[config.mk]
export PLATFORM = sky130hd
export DESIGN_NAME = rr_arbiter_flat
export DESIGN_NICKNAME = d
export VERILOG_FILES = /design/src/rtl/rr_arbiter_if.sv /design/src/rtl/rr_arbiter.sv /design/src/flat_wrapper.sv
export SDC_FILE = /design/constraint.sdc
export NUM_CORES = 1
export LEC_CHECK = 0
export BUFFER_PORTS_ARGS = -buffer_cell sky130_fd_sc_hd__buf_4
export CORE_MARGIN = 3
export CORE_UTILIZATION = 58
export CTS_CLUSTER_SIZE = 8
export DETAILED_ROUTE_END_ITERATION = 12
export PLACE_DENSITY = 0.8
export SETUP_SLACK_MARGIN = 0.02
export SLEW_MARGIN = 20
export SYNTH_ARGS = -nofsm -noshare
export SYNTH_HDL_FRONTEND = slang
export SYNTH_SLANG_ARGS = --single-unit
export TNS_END_PERCENT = 30
[constraint.sdc]
create_clock -name clk -period 5.2 [get_ports clk]
set_input_delay 0.52 -clock clk [delete_from_list [all_inputs] [get_ports clk]]
set_output_delay 0.52 -clock clk [all_outputs]
set_load 0.01 [all_outputs]
[src/rtl/rr_arbiter_if.sv]
// rtl/rr_arbiter_if.sv - request/grant bundle between requesters and the round-robin arbiter
interface rr_arbiter_if #(
  parameter int N = 4
);
  localparam int IDW = (N > 1) ? $clog2(N) : 1;

  logic [N-1:0]   req;
  logic [N-1:0]   gnt;
  logic [IDW-1:0] gnt_id;
  logic           gnt_valid;
  logic           any_req;

  // Requester side: drives requests, observes grants.
  modport master (
    output req,
    input  gnt,
    input  gnt_id,
    input  gnt_valid,
    input  any_req
  );

  // Arbiter side: samples requests, issues grants.
  modport slave (
    input  req,
    output gnt,
    output gnt_id,
    output gnt_valid,
    output any_req
  );
endinterface

[src/rtl/rr_arbiter.sv]
// rtl/rr_arbiter.sv - round-robin arbiter with registered one-hot grant and bounded hold
module rr_arbiter #(
  parameter int N        = 4,
  parameter int MAX_HOLD = 8
) (
  input  logic        clk,
  input  logic        rst_n,
  rr_arbiter_if.slave bus
);
  localparam int IDW = (N > 1) ? $clog2(N) : 1;
  localparam int HW  = (MAX_HOLD > 0) ? $clog2(MAX_HOLD + 1) : 1;

  typedef enum logic {IDLE, GRANT} state_t;

  state_t         state_q, state_d;
  logic [N-1:0]   gnt_q, gnt_d;
  logic [IDW-1:0] gnt_id_q, gnt_id_d;
  logic           gnt_valid_q, gnt_valid_d;
  logic [IDW-1:0] ptr_q, ptr_d;
  logic [HW-1:0]  hold_cnt_q, hold_cnt_d;

  logic           others_pending;

  // First requester at or after s, wrapping past N-1 back to 0.
  function automatic logic [IDW-1:0] search(input logic [N-1:0] r, input logic [IDW-1:0] s);
    logic [IDW-1:0] res;
    int             idx;
    res = '0;
    for (int k = N - 1; k >= 0; k--) begin
      idx = int'(s) + k;
      if (idx >= N) idx = idx - N;
      if (r[idx]) res = idx[IDW-1:0];
    end
    return res;
  endfunction

  // Successor index modulo N, valid for non-power-of-two N.
  function automatic logic [IDW-1:0] next_idx(input logic [IDW-1:0] i);
    if (int'(i) == N - 1) return '0;
    else return i + IDW'(1);
  endfunction

  function automatic logic [N-1:0] onehot(input logic [IDW-1:0] i);
    return N'(1) << i;
  endfunction

  // Combinational request summary and registered grant outputs.
  always_comb begin
    bus.any_req   = |bus.req;
    bus.gnt       = gnt_q;
    bus.gnt_id    = gnt_id_q;
    bus.gnt_valid = gnt_valid_q;
  end

  // Next-state: idle pick, release/handoff, hold-limit preemption, or keep.
  always_comb begin
    state_d        = state_q;
    gnt_d          = gnt_q;
    gnt_id_d       = gnt_id_q;
    ptr_d          = ptr_q;
    hold_cnt_d     = hold_cnt_q;
    others_pending = |(bus.req & ~gnt_q);

    case (state_q)
      IDLE: begin
        if (|bus.req) begin
          gnt_id_d   = search(bus.req, ptr_q);
          gnt_d      = onehot(gnt_id_d);
          hold_cnt_d = HW'(1);
          state_d    = GRANT;
        end else begin
          gnt_d    = '0;
          gnt_id_d = '0;
        end
      end

      GRANT: begin
        if (!bus.req[gnt_id_q]) begin
          // Owner let go: advance past it and hand off in the same edge if anyone waits.
          ptr_d = next_idx(gnt_id_q);
          if (others_pending) begin
            gnt_id_d   = search(bus.req, next_idx(gnt_id_q));
            gnt_d      = onehot(gnt_id_d);
            hold_cnt_d = HW'(1);
          end else begin
            gnt_d      = '0;
            gnt_id_d   = '0;
            hold_cnt_d = '0;
            state_d    = IDLE;
          end
        end else if (others_pending && (MAX_HOLD != 0) && (hold_cnt_q == HW'(MAX_HOLD))) begin
          // Owner used its full quota while others wait: owner is last in the
          // search order from g+1, so someone else is always chosen.
          ptr_d      = next_idx(gnt_id_q);
          gnt_id_d   = search(bus.req, next_idx(gnt_id_q));
          gnt_d      = onehot(gnt_id_d);
          hold_cnt_d = HW'(1);
        end else if ((MAX_HOLD != 0) && (hold_cnt_q != HW'(MAX_HOLD))) begin
          hold_cnt_d = hold_cnt_q + HW'(1);
        end
      end

      default: begin
        state_d  = IDLE;
        gnt_d    = '0;
        gnt_id_d = '0;
      end
    endcase

    gnt_valid_d = |gnt_d;
  end

  // State register with asynchronous clear.
  always_ff @(posedge clk or negedge rst_n) begin
    if (!rst_n) begin
      state_q     <= IDLE;
      gnt_q       <= '0;
      gnt_id_q    <= '0;
      gnt_valid_q <= 1'b0;
      ptr_q       <= '0;
      hold_cnt_q  <= '0;
    end else begin
      state_q     <= state_d;
      gnt_q       <= gnt_d;
      gnt_id_q    <= gnt_id_d;
      gnt_valid_q <= gnt_valid_d;
      ptr_q       <= ptr_d;
      hold_cnt_q  <= hold_cnt_d;
    end
  end
endmodule

[src/flat_wrapper.sv]
// flat-port wrapper written by rule: the top's interface ports become plain ports
module rr_arbiter_flat 
#(
  parameter int N        = 4,
  parameter int MAX_HOLD = 8
)
  (clk, rst_n, bus_req, bus_gnt, bus_gnt_id, bus_gnt_valid, bus_any_req);
  rr_arbiter_if #(.N(N)) bus_i ();
  input  logic clk;
  input  logic rst_n;
  input wire logic [$bits(bus_i.req)-1:0] bus_req;
  output wire logic [$bits(bus_i.gnt)-1:0] bus_gnt;
  output wire logic [$bits(bus_i.gnt_id)-1:0] bus_gnt_id;
  output wire logic [$bits(bus_i.gnt_valid)-1:0] bus_gnt_valid;
  output wire logic [$bits(bus_i.any_req)-1:0] bus_any_req;
  assign bus_i.req = bus_req;
  assign bus_gnt = bus_i.gnt;
  assign bus_gnt_id = bus_i.gnt_id;
  assign bus_gnt_valid = bus_i.gnt_valid;
  assign bus_any_req = bus_i.any_req;
  rr_arbiter #(.N(N), .MAX_HOLD(MAX_HOLD)) u_core (.clk(clk), .rst_n(rst_n), .bus(bus_i));
endmodule
=== Word-level counts from Yosys, hierarchy flattened ===
Index checks and enable logic that the tools add are counted.

* Register bits: 14
* Word-level logic and storage cells: 203
* Input port bits: 6
* Output and inout bits: 8

* Shift-type cells: 3
* Bitwise gates (word level): 3
* Reduce and logical (&&, ||, !) cells: 6
* Muxes and demuxes: 130
* Equality and inequality tests: 7
* Order comparisons: 25
* Add/sub/neg operators: 23

{| class="wikitable"
|+ Operator list
! kind !! number
|-
| two-way mux 32 bit || 44
|-
| < comparator 32 x 4 -> 1 bit (second input constant) || 12
|-
| >= comparator 32 x 4 -> 1 bit (second input constant) || 9
|-
| subtractor 32 x 4 -> 32 bit (second input constant) || 9
|-
| two-way mux 2 bit || 32
|-
| two-way mux 4 bit || 8
|-
| two-way mux 1 bit || 29
|-
| binary-select mux 1 bit (select 2 bit) || 13
|-
| adder 2 x 2 -> 3 bit (second input constant) || 6
|-
| case mux 4 bit (2 select lines) || 2
|-
| OR reduction 4 bit || 3
|-
| left shift 1 x 2 -> 4 bit (first input constant) || 3
|-
| subtractor 2 x 3 -> 4 bit (second input constant) || 3
|-
| adder 2 x 1 -> 3 bit (second input constant) || 3
|-
| >= comparator 2 x 3 -> 1 bit (second input constant) || 3
|-
| != test 4 bit (second input constant) || 2
|-
| adder 4 x 1 -> 4 bit (second input constant) || 1
|-
| AND 4 bit || 1
|-
| == test 4 bit (second input constant) || 1
|-
| != test 2 bit (second input constant) || 2
|-
| NOT 4 bit || 1
|-
| case mux 2 bit (2 select lines) || 1
|-
| AND reduction 2 bit || 2
|-
| < comparator 2 x 3 -> 1 bit (second input constant) || 1
|-
| other kinds (6) || 6
|}

=== Logic depth before layout (Yosys ltp) ===
* Depth in word-level cells: 28
* Gate-level depth with buffers: 9
* Gate-level depth less buffers: 7

=== Worst setup path before layout ===
OpenSTA, ideal clock, no wires.

* Path kind: reg2reg
* From: register u_core.gnt_id_q[0], in the netlist u_core.bus.gnt_id[0]
* To: register u_core.gnt_q[0], in the netlist u_core.bus.gnt[0]
* Library setup time: 126 ps
* Path buffers: 2
* Stages on the path, launching flop included: 10
* Path slack: 2928 ps
* Required time: 5074 ps
* Arrival: 2146 ps
* Period minus slack after synthesis: 2272 ps
* Cells stage by stage: dfrtp_1 > buf_6 > inv_1 > ha_1 > clkbuf_1 > nor2b_1 > o32a_1 > o21ai_1 > nor3_1 > a221o_1

* Word-level cells in the longest chain between the ends: 25
* Elaborated cells on any way between the ends: 109
* Those cells by class: 15 x add/sub; 8 x order compare; 1 x eq/ne; 2 x shift; 83 x mux

{| class="wikitable"
|+ RTL lines
! item !! RTL line !! text
|-
| start: declaration || rr_arbiter.sv:17 || <nowiki>logic [IDW-1:0] gnt_id_q, gnt_id_d;</nowiki>
|-
| start signal: assignment || rr_arbiter.sv:125 || <nowiki>gnt_id_q <= gnt_id_d;</nowiki>
|-
| adder 2 x 1 -> 2 bit / == test 2 x 1 -> 1 bit (equally long branches) || rr_arbiter.sv:40, rr_arbiter.sv:39 ||
|-
| two-way mux 2 bit || rr_arbiter.sv:39 || <nowiki>if (int'(i) == N - 1) return '0;</nowiki>
|-
| two-way mux 2 bit, on equally long branches || rr_arbiter.sv:81, rr_arbiter.sv:91 ||
|-
| two-way mux 2 bit || rr_arbiter.sv:78 || <nowiki>if (!bus.req[gnt_id_q]) begin</nowiki>
|-
| two-way mux 2 bit || rr_arbiter.sv:64 || <nowiki>case (state_q)</nowiki>
|-
| adder 2 x 2 -> 3 bit || rr_arbiter.sv:30 || <nowiki>idx = int'(s) + k;</nowiki>
|-
| subtractor 32 x 4 -> 32 bit / >= comparator 32 x 4 -> 1 bit (equally long branches) || rr_arbiter.sv:31 || <nowiki>if (idx >= N) idx = idx - N;</nowiki>
|-
| two-way mux 32 bit || rr_arbiter.sv:31 ||
|-
| (+10 left out) || - ||
|-
| two-way mux 2 bit, on equally long branches || rr_arbiter.sv:81, rr_arbiter.sv:91 ||
|-
| two-way mux 2 bit || rr_arbiter.sv:78 ||
|-
| two-way mux 2 bit || rr_arbiter.sv:64 ||
|-
| left shift 1 x 2 -> 4 bit || rr_arbiter.sv:44 || <nowiki>return N'(1) << i;</nowiki>
|-
| two-way mux 4 bit, on equally long branches || rr_arbiter.sv:81, rr_arbiter.sv:91 ||
|-
| two-way mux 4 bit * || rr_arbiter.sv:78 ||
|-
| case mux 4 bit (2 select lines) * || rr_arbiter.sv:64 ||
|-
| via u_core.gnt_d[0] || rr_arbiter.sv:16 || <nowiki>logic [N-1:0] gnt_q, gnt_d;</nowiki>
|-
| end signal: assignment || rr_arbiter.sv:124 || <nowiki>gnt_q <= gnt_d;</nowiki>
|-
| end: declaration || rr_arbiter.sv:16 ||
|}

The timed path passes the listed nets; every way through them passes the cells marked *. The select of a mux whose other input is x is not followed.
A chain may end at the register's enable or synchronous reset.

=== Worst setup path in the final report ===
* From: register u_core.gnt_id_q[0], in the netlist u_core.bus.gnt_id[0]
* To: register u_core.gnt_q[3], in the netlist u_core.bus.gnt[3]

Same word-level chain as after synthesis.

==> results_dict.tcl <==
set metrics [dict create \
    ff2ff_path_depth 7 \
    yosys_warnings 0 \
    swShare 0.472 \
    postCtsSetupRepairBufs 0 \
    critPathMaxFanout 19 \
    cts_made_buffers 3 \
    vias 1073 \
    die_x_um 50.2 \
    holdBufCountCts 0 \
    cts_tree "yes" \
    core_area_mm2 0.00178 \
    io_pins 14 \
    synth_xor_xnor_area_share 0.00773 \
    drc 0 \
    p_per_area_mw_per_mm2 617 \
    first_pass_iters 8 \
    clk_latency_ps 280 \
    fin_tns_setup_ps 0 \
    hold_viol_final 0 \
    synth_cell_types 46 \
    wl_per_cell_um 16.1 \
    synthMuxAreaShare 0.0486 \
    reg2reg_to "u_core.bus.gnt[3]" \
    cts_resized 0 \
    maxCapViolCount 0 \
    synth_top_family_by_area "compound AO/OA/AOI/OAI gates" \
    antenna_found_initial 0 \
    drtIter0Drc 72 \
    start_kind "flip-flop" \
    finalCritPeriodShare 0.529 \
    ys_async_sr_fraction 1.00 \
    syn_avg_cell_area_um2 8.59 \
    clk_pin_slew_ps 80 \
    grt_pass1_wl_mm 4.28 \
    ys.flop_type "dfrtp_1" \
    p_sw_uw 357 \
    ant_nets 0 \
    wirelength_mm 2.63 \
    nets 150 \
    end_kind "flip-flop" \
    path_class "reg -> reg" \
    layout-drive-gt1-share 0.167 \
    yosysSeqAreaShare 0.309 \
    slew_violations 0 \
    clockPowerShare 0.080 \
    synth-seq-cells 14 \
    grt_overflow 0 \
    cts_sinks 14 \
    start_util 0.636 \
    synth-simple-area-share 0.256 \
    p_leak_uw 0.000532 \
    reg2reg_from "u_core.bus.gnt_id[0]" \
    portBuffers 13 \
    timing.hold.ws_ps 68.8 \
    cp_data_arrival_time_ps 2910 \
    max_slew_margin 0.435 \
    synth_compound_area_frac 0.259 \
    rows 15 \
    crit_required_ps 5360 \
    die_h_um 50.2 \
    hold_path_class "in -> async" \
    grt_pass1_vias 917 \
    synth-adder-area-share 0.0442 \
    final_area_mm2 0.00123 \
    worstMarginPinSlew_ps 847 \
    root_buffer "clkbuf_4" \
    grt_max_degree 20 \
    vias_per_cell 6.58 \
    max_freq_ghz 0.364 \
    status "finished, final reports clean" \
    ctsLongestPathBuffers 2 \
    synth_nets 142 \
    num_antenna_cells 0 \
    reg2reg_slack_ps 2450 \
    hpwlAfterDp_mm 1.95 \
    synth_area_mm2 0.00113 \
    finalSetupViolCount 0 \
    nFillCells 134 \
    synth_cells 132 \
    synth_edf_count 0 \
    internal-power_uw 400 \
    die_area_mm2 0.00252 \
    combinationalPowerShare 0.614 \
    gp_congestion 0.850 \
    grt_usage 0.231 \
    period_needed_ps 2750 \
    syn_to_final_growth_pct 8.17 \
    vdd_drop_max_mv 0.398 \
    post_dp_cell_area_mm2 0.00120 \
    rsz0062_at_grt "false" \
    skew_ps 6.37 \
    p_seq_frac 0.306 \
    h-tree-depth 1 \
]
==> per-stage QoR <==
stage | total power, uW | setup WS, ps | instances | utilization
floorplan | 586 | 2930 | 132 | -
global placement | 673 | 2610 | 160 | 0.675
detailed placement | 689 | 2510 | 160 | 0.675
CTS | 753 | 2470 | 163 | 0.688
global route | 820 | 2270 | 163 | 0.688
finish | 756 | 2450 | 163 | 0.688
==> placed cells by master, fill, tap and decap left out, types with 2 or more instances in the layout <==
cell type,netlist,layout
ha_1,4,4
a21oi_1,4,4
dfrtp_1,14,14
a221o_1,2,2
a31o_2,2,2
a22o_1,2,2
nor3b_1,3,3
nor4b_1,2,2
nand2b_1,7,7
nand3_1,5,5
nand4_1,2,2
nor3_1,4,4
nor4_1,2,2
o21ai_1,2,2
o211ai_1,3,3
clkbuf_4,0,3
o31ai_1,2,2
inv_1,7,7
or3_1,2,2
nor2_1,11,11
o21ai_0,7,7
buf_4,0,13
nor2b_1,2,2
mux2_2,2,2
a21o_1,3,3
nand2_1,9,9
==> synthesized netlist by cell type, types with 2 or more instances <==
cell type / count / area, um2
ha_1: 4 / 50.1
a221o_1: 2 / 20.0
or3_1: 2 / 12.5
a22o_1: 2 / 17.5
a21oi_1: 4 / 20.0
a31o_2: 2 / 17.5
buf_6: 2 / 22.5
mux2_2: 2 / 22.5
o31ai_1: 2 / 15.0
nand2_1: 9 / 33.8
dfrtp_1: 14 / 350
o211ai_1: 3 / 22.5
nor3_1: 4 / 20.0
o21ai_0: 7 / 35.0
nand2b_1: 7 / 43.8
nor4_1: 2 / 12.5
nand4_1: 2 / 12.5
nand3_1: 5 / 25.0
clkbuf_1: 3 / 11.3
nor2b_1: 2 / 12.5
nor4b_1: 2 / 17.5
o21ai_1: 2 / 10.0
buf_2: 5 / 25.0
inv_1: 7 / 26.3
nor2_1: 11 / 41.3
a21o_1: 3 / 22.5
nor3b_1: 3 / 22.5
==> layer usage <==
metal  vias up  share of wire  track usage
met1       516           0.46        0.331
met4         0          0.018        0.115
met2        41           0.46        0.328
met3         4          0.063       0.0445
met5         -              0            0
li1        512              -            -
==> kinds of logic after synthesis <==
group | Yosys count
simple gates | 53
compound gates | 39
buf+inv | 17
flops | 14
mux | 4
fa+ha+maj | 4
xor+xnor | 1
==> final cells by class <==
cell class / count / area (um2) / area share
inverter: 7 / 26.3 / 0.0214
clock buffer: 3 / 22.5 / 0.0184
multi-input combinational: 101 / 698 / 0.569
timing repair buffer: 13 / 97.6 / 0.0796
sequential: 14 / 350 / 0.286
tap: 25 / 31.3 / 0.0255
==> critical path: stages, from the launching register on <==
cell and delay [ps]:
dfrtp_1 700, inv_1 170, ha_1 470, nand2b_1 200, a21o_1 170, a222oi_1 490, nor3_1 120, a221o_1 310
==> worst max-delay path by stage <==
stage	startpoint	endpoint	slack, ps	cells after the start
floorplan	u_core.bus.gnt_id[0]	u_core.bus.gnt[0]	2930	9
finish	u_core.bus.gnt_id[0]	u_core.bus.gnt[3]	2450	7
detailed placement	u_core.bus.gnt_id[0]	u_core.bus.gnt[3]	2510	7
global route	u_core.bus.gnt_id[0]	u_core.bus.gnt[3]	2270	7
CTS	u_core.bus.gnt_id[0]	u_core.bus.gnt[3]	2470	7
global placement	u_core.bus.gnt_id[0]	u_core.bus.gnt[3]	2610	7
==> state kept, by name, indices dropped and copies added (netlist names) <==
name	flops
u_core.bus.gnt	4
u_core.bus.gnt_id	2
u_core.bus.gnt_valid	1
u_core.hold_cnt_q	4
u_core.ptr_q	2
u_core.state_q	1
==> power by group through the flow <==
| stage | registers [uW] | logic (uW) | clock network [uW] |
|---|---|---|---|
| global route | 242 | 509 | 68.8 |
| CTS | 230 | 460 | 62.7 |
| detailed placement | 232 | 458 | 0 |
| finish | 231 | 464 | 60.6 |
| global placement | 230 | 443 | 0 |
| floorplan | 210 | 376 | 0 |
Note: power is estimated with default switching activity, not from simulation.
